[src/rtl/alu_writeback_pkg.sv]
// alu_writeback_pkg: shared ALU constants used by the writeback stage.
//   - ALU command codes (4 bits)
//   - Flag bit indices within the 3-bit flags word
//   - Writeback FSM state encoding (2 bits)
package alu_writeback_pkg;

    // ALU command codes
    localparam logic [3:0] CMD_PASSTHROUGH = 4'h0;  // load / move
    localparam logic [3:0] CMD_ADD         = 4'h1;
    localparam logic [3:0] CMD_SUB         = 4'h2;
    localparam logic [3:0] CMD_MULTIPLY    = 4'h3;
    localparam logic [3:0] CMD_AND         = 4'h4;
    localparam logic [3:0] CMD_OR          = 4'h5;
    localparam logic [3:0] CMD_XOR         = 4'h6;
    localparam logic [3:0] CMD_NOT         = 4'h7;

    // Flag bit positions shared by the ALU and the flags register
    localparam int unsigned ZERO_FLAG  = 0;
    localparam int unsigned CARRY_FLAG = 1;
    localparam int unsigned NEG_FLAG   = 2;

    // Writeback FSM states
    typedef enum logic [1:0] {
        WB_IDLE     = 2'd0,
        WB_WRITE_LO = 2'd1,
        WB_WRITE_HI = 2'd2
    } wb_state_e;

endpackage

[src/rtl/alu_writeback.sv]
// alu_writeback: stage after the ALU. Captures result/flags/destination on a
// valid/ready handshake, holds the architectural flags register and writes the
// result to the GP register file one byte per cycle (multiply: low byte to
// dest, high byte to dest+1 with wrap).
//
// Ports:
//   clk, reset (async, active-low)
//   alu_valid/alu_ready, alu_cmnd, alu_result, alu_flags, dest_reg : ALU side
//   wb_valid/wb_ready, wb_addr, wb_data                            : regfile side
//   flags_reg : architectural flags, busy : FSM not idle
//
// Build option: ALU_WB_FLAGS_PRESERVE_ON_PASS_EN - when defined, a PASSTHROUGH
// capture leaves flags_reg unchanged.
module alu_writeback
    import alu_writeback_pkg::*;
#(
    parameter int unsigned REG_ADDR_W = 3
) (
    input  logic                  clk,
    input  logic                  reset,
    input  logic                  alu_valid,
    output logic                  alu_ready,
    input  logic [3:0]            alu_cmnd,
    input  logic [15:0]           alu_result,
    input  logic [2:0]            alu_flags,
    input  logic [REG_ADDR_W-1:0] dest_reg,
    output logic                  wb_valid,
    input  logic                  wb_ready,
    output logic [REG_ADDR_W-1:0] wb_addr,
    output logic [7:0]            wb_data,
    output logic [2:0]            flags_reg,
    output logic                  busy
);

    localparam logic [REG_ADDR_W-1:0] ADDR_ONE = 1;

    wb_state_e             state_q, state_d;
    logic [3:0]            cmnd_q, cmnd_d;
    logic [15:0]           result_q, result_d;
    logic [REG_ADDR_W-1:0] dest_q, dest_d;
    logic [2:0]            flags_q, flags_d;
    logic                  wb_valid_q, wb_valid_d;
    logic [REG_ADDR_W-1:0] wb_addr_q, wb_addr_d;
    logic [7:0]            wb_data_q, wb_data_d;
    logic                  alu_ready_q, alu_ready_d;
    logic                  busy_q, busy_d;

    always_comb begin
        state_d     = state_q;
        cmnd_d      = cmnd_q;
        result_d    = result_q;
        dest_d      = dest_q;
        flags_d     = flags_q;
        wb_valid_d  = wb_valid_q;
        wb_addr_d   = wb_addr_q;
        wb_data_d   = wb_data_q;
        alu_ready_d = alu_ready_q;
        busy_d      = busy_q;

        unique case (state_q)
            WB_IDLE: begin
                if (alu_valid) begin
                    state_d     = WB_WRITE_LO;
                    cmnd_d      = alu_cmnd;
                    result_d    = alu_result;
                    dest_d      = dest_reg;
`ifdef ALU_WB_FLAGS_PRESERVE_ON_PASS_EN
                    if (alu_cmnd != CMD_PASSTHROUGH) begin
                        flags_d = alu_flags;
                    end
`else
                    flags_d     = alu_flags;
`endif
                    // Outputs are registered, so the first write is set up here.
                    wb_valid_d  = 1'b1;
                    wb_addr_d   = dest_reg;
                    wb_data_d   = alu_result[7:0];
                    alu_ready_d = 1'b0;
                    busy_d      = 1'b1;
                end
            end
            WB_WRITE_LO: begin
                if (wb_ready) begin
                    if (cmnd_q == CMD_MULTIPLY) begin
                        state_d   = WB_WRITE_HI;
                        wb_addr_d = dest_q + ADDR_ONE;  // wraps at the top register
                        wb_data_d = result_q[15:8];
                    end else begin
                        state_d     = WB_IDLE;
                        wb_valid_d  = 1'b0;
                        alu_ready_d = 1'b1;
                        busy_d      = 1'b0;
                    end
                end
            end
            WB_WRITE_HI: begin
                if (wb_ready) begin
                    state_d     = WB_IDLE;
                    wb_valid_d  = 1'b0;
                    alu_ready_d = 1'b1;
                    busy_d      = 1'b0;
                end
            end
            default: begin
                state_d     = WB_IDLE;
                wb_valid_d  = 1'b0;
                alu_ready_d = 1'b1;
                busy_d      = 1'b0;
            end
        endcase
    end

    always_ff @(posedge clk or negedge reset) begin
        if (!reset) begin
            state_q     <= WB_IDLE;
            cmnd_q      <= '0;
            result_q    <= '0;
            dest_q      <= '0;
            flags_q     <= '0;
            wb_valid_q  <= 1'b0;
            wb_addr_q   <= '0;
            wb_data_q   <= '0;
            alu_ready_q <= 1'b1;
            busy_q      <= 1'b0;
        end else begin
            state_q     <= state_d;
            cmnd_q      <= cmnd_d;
            result_q    <= result_d;
            dest_q      <= dest_d;
            flags_q     <= flags_d;
            wb_valid_q  <= wb_valid_d;
            wb_addr_q   <= wb_addr_d;
            wb_data_q   <= wb_data_d;
            alu_ready_q <= alu_ready_d;
            busy_q      <= busy_d;
        end
    end

    assign alu_ready = alu_ready_q;
    assign wb_valid  = wb_valid_q;
    assign wb_addr   = wb_addr_q;
    assign wb_data   = wb_data_q;
    assign flags_reg = flags_q;
    assign busy      = busy_q;

endmodule

[config.mk]
export PLATFORM = sky130hd
export DESIGN_NAME = alu_writeback
export DESIGN_NICKNAME = d
export VERILOG_FILES = /design/src/rtl/alu_writeback_pkg.sv /design/src/rtl/alu_writeback.sv
export SDC_FILE = /design/constraint.sdc
export NUM_CORES = 1
export LEC_CHECK = 0
export ABC_CLOCK_PERIOD_IN_PS = 5000
export BUFFER_PORTS_ARGS = -buffer_cell sky130_fd_sc_hd__buf_2
export CAP_MARGIN = 0
export CORE_ASPECT_RATIO = 1.2
export CORE_UTILIZATION = 54
export DETAILED_ROUTE_END_ITERATION = 10
export PLACE_DENSITY = 0.83
export SLEW_MARGIN = 30
export SYNTH_ARGS = -nofsm -noshare
export SYNTH_HDL_FRONTEND = slang
export SYNTH_SLANG_ARGS = --single-unit
[constraint.sdc]
create_clock -name clk -period 5 [get_ports clk]
set_clock_uncertainty 0.15 [all_clocks]
set_input_delay 0 -clock clk [delete_from_list [all_inputs] [get_ports clk]]
set_output_delay 0 -clock clk [all_outputs]
set_load 0.05 [all_outputs]
==> metrics.md <==
| Metric | Value |
|---|---|
| CP max stage delay | ~480 ps |
| Largest net degree at the start of global routing | 34 |
| Drt first pass iters | 4 |
| Top delay family on crit path | flip-flops |
| Syn Area/Cell | approximately 16 sq um |
| Final min period | 2030 ps |
| First-pass GRT wire length | 5.08 mm |
| Total Power | 1.03 mW |
| PwrDens | 480 nW/um^2 |
| Hpwl dp | around 1.9 mm |
| WL final | roughly 3.2 mm |
| Crit Path Category | register to register |
| Final-report hold violation count | 0 |
| # setup viols final | 0 |
| Fillers | 147 |
| Status | completed |
| CTS tree | built |
| CTS root buf | clkbuf_4 |
| Hold Path Class | input pin to async pin |
| Area Overhead vs Synth | 38.2% |
| Worst Path Max Fanout | 14 |
| Vias in the first global route | 1105 |
| Die width | ~51 microns |
| Tcrit/Tclk final | 0.407 |
| GR Overflow Total | 0 |
| Crit path buffers/inverters | 1 |
| #FFs+latches synth | 33 |
| Final Hold Slack | 92.8 ps |
| Layout cell share with drive strength beyond 1 | 0.557 |
| Unique masters post-synth | 23 |
| Worst IR Drop VDD | 0.000326 V |
| Die area | 3080 sq um |
| Area leader, netlist | dfrtp_1 |
| I/O pins | 47 |
| Via-to-Cell Ratio | a little under 5 |
| Clock Sinks | 33 |
| Vias | 1030 |
| Leakage power | 1.03 nW |
| Worst Path Required | 5080 ps |
| Worst skew pair latency | 330 ps |
| FMAX | 492 MHz |
| Mapped Area | 1550 sq um |
| Fin. max-slew vios | 0 |
| CTS buffer count | 5 |
| CTS clk-pin slew, worst paths | 110 ps |
| GRT Resource Usage Total | 0.237 |
| Share of Yosys cell area claimed by the top area cell type | 0.518 |
| Synth Warn # | 0 |
| DR iter-0 viols | 15 |
| DP Area | 1770 sq um |
| Critical path arrival | 2110 ps |
| Clk buf depth | 2 |
| Maximum Capacitance Violations | 0 |
| Chip height | 60.6 microns |
| DR WL/cell | between 15 and 20 microns |
| Starting Density | 0.588 |
| Synthesized instance count | 96 |
| Slew margin rel. | 0.524 |
| RD Place Congestion | 0.709 |
| DRT antenna net count | 0 |
| Rows | 20 |
| Final Instance Area | approximately 2100 sq um |
| CP endpoint kind | register |
| Critical Path Source Type | register |
| I/O Buffers | 46 |
| Initial antenna violation count | 0 |
| H-tree Lvls | 2 |
| Layout net count | about 210 |
| DRC Markers | 0 |
| CP max stage cell | dfrtp_1 |
| Slew at the pin closest to its max-slew limit | 714 ps |
| Sequential area share after synthesis | 0.535 |
| Final Util | 0.813 |
| CORE AREA | 2630 sq um |
| Unrepaired setup endpoints after global routing | false |
| Synth top area cells | dfrtp_1 52%, mux2_4 17%, mux2_2 15%, dfstp_2 1.7%, buf_12 1.3% |
| Syn_nets | 127 |
| CP cell instances | nor3b_4 -> buf_8 -> a31o_4 -> mux2_2 |
| Total negative slack | 0 ps |
| # diodes | 0 |
layer usage:
layer | vias up | GRT usage | part of all wire
li1 | 499 | - | -
met1 | 495 | 0.265 | 0.42
met2 | 31 | 0.432 | 0.53
met3 | 5 | 0.0551 | 0.039
met4 | 0 | 0.107 | 0.015
met5 | - | 0 | 0
placed cells by master, fill, tap and decap left out, types with 2 or more instances in the layout:
cell / instances
mux2i_1: 2
mux2_4: 18
buf_2: 46
inv_1: 3
o21ai_0: 2
dfrtp_1: 32
clkbuf_4: 5
clkbuf_1: 2
dlygate4sd3_1: 30
mux2_2: 21
report_power, final:
| part | switching, mW | total [mW] | internal, mW |
|---|---|---|---|
| sequential | 0.0477 | 0.401 | 0.353 |
| clock | 0.0852 | 0.140 | 0.0548 |
| combinational | 0.290 | 0.485 | 0.195 |
worst paths after layout:
path / start / endpoint / slack [ps] / cells after the start
worst max-delay path: state_q[1]$_DFFE_PN0P_ / wb_data[0]$_DFFE_PN0P_ / 2970 / 4
min in group clk: alu_result[8] / result_q[8]$_DFFE_PN0P_ / 270 / 3
worst max register to register: state_q[1]$_DFFE_PN0P_ / wb_data[0]$_DFFE_PN0P_ / 2970 / 4
worst min-delay path: reset / wb_data[1]$_DFFE_PN0P_ / 90 / 2
max in group asynchronous: reset / wb_valid$_DFFE_PN0P_ / 4130 / 2
worst min register to register: alu_ready$_DFFE_PN1P_ / alu_ready$_DFFE_PN1P_ / 330 / 2
cells in the mapped netlist, drive strengths merged:
master,count
ha,1
nand3,1
nand3b,1
o21ai,2
and4bb,1
nor2b,1
mux2i,2
a31oi,1
buf,5
inv,3
mux2,39
xor2,1
or2b,1
dfrtp,32
dfstp,1
nor2,1
nor3b,1
a31o,2
kinds of logic after synthesis:
| kind of cell | after synthesis | synth area share |
|---|---|---|
| buffers and inverters | 8 | 0.0413 |
| DFF | 33 | 0.535 |
| AOI/OAI and AO/OA | 5 | 0.0275 |
| muxes | 41 | 0.341 |
| and+or+nand+nor | 7 | 0.0413 |
| xor gates and xnor gates | 1 | 0.00567 |
| adders and majority gates | 1 | 0.00810 |
area by class of cell:
class	instances	area [sq um]	share of cell area
clock buffers	7	45.0	0.0211
flip-flops and latches	33	827	0.387
well taps	33	41.3	0.0193
multi-input cells	55	661	0.309
clock inverters	1	5.00	0.00234
inverters	3	11.3	0.00527
repair buffers	77	546	0.255
through the flow:
step | cells | worst slack (ps)
after floorplan | 96 | 3390
after global placement | 170 | 2770
after detailed placement | 170 | 2680
after CTS | 208 | 2680
after global routing | 209 | 2860
final | 209 | 2970
timing repair:
item	in CTS	in global routing
hold endpoints to repair	66	0
hold buffers	30	0
gates resized for setup	0	0
endpoints found under the setup margin	0	0
buffers inserted	0	0
Note: power is estimated with default switching activity, not from simulation.
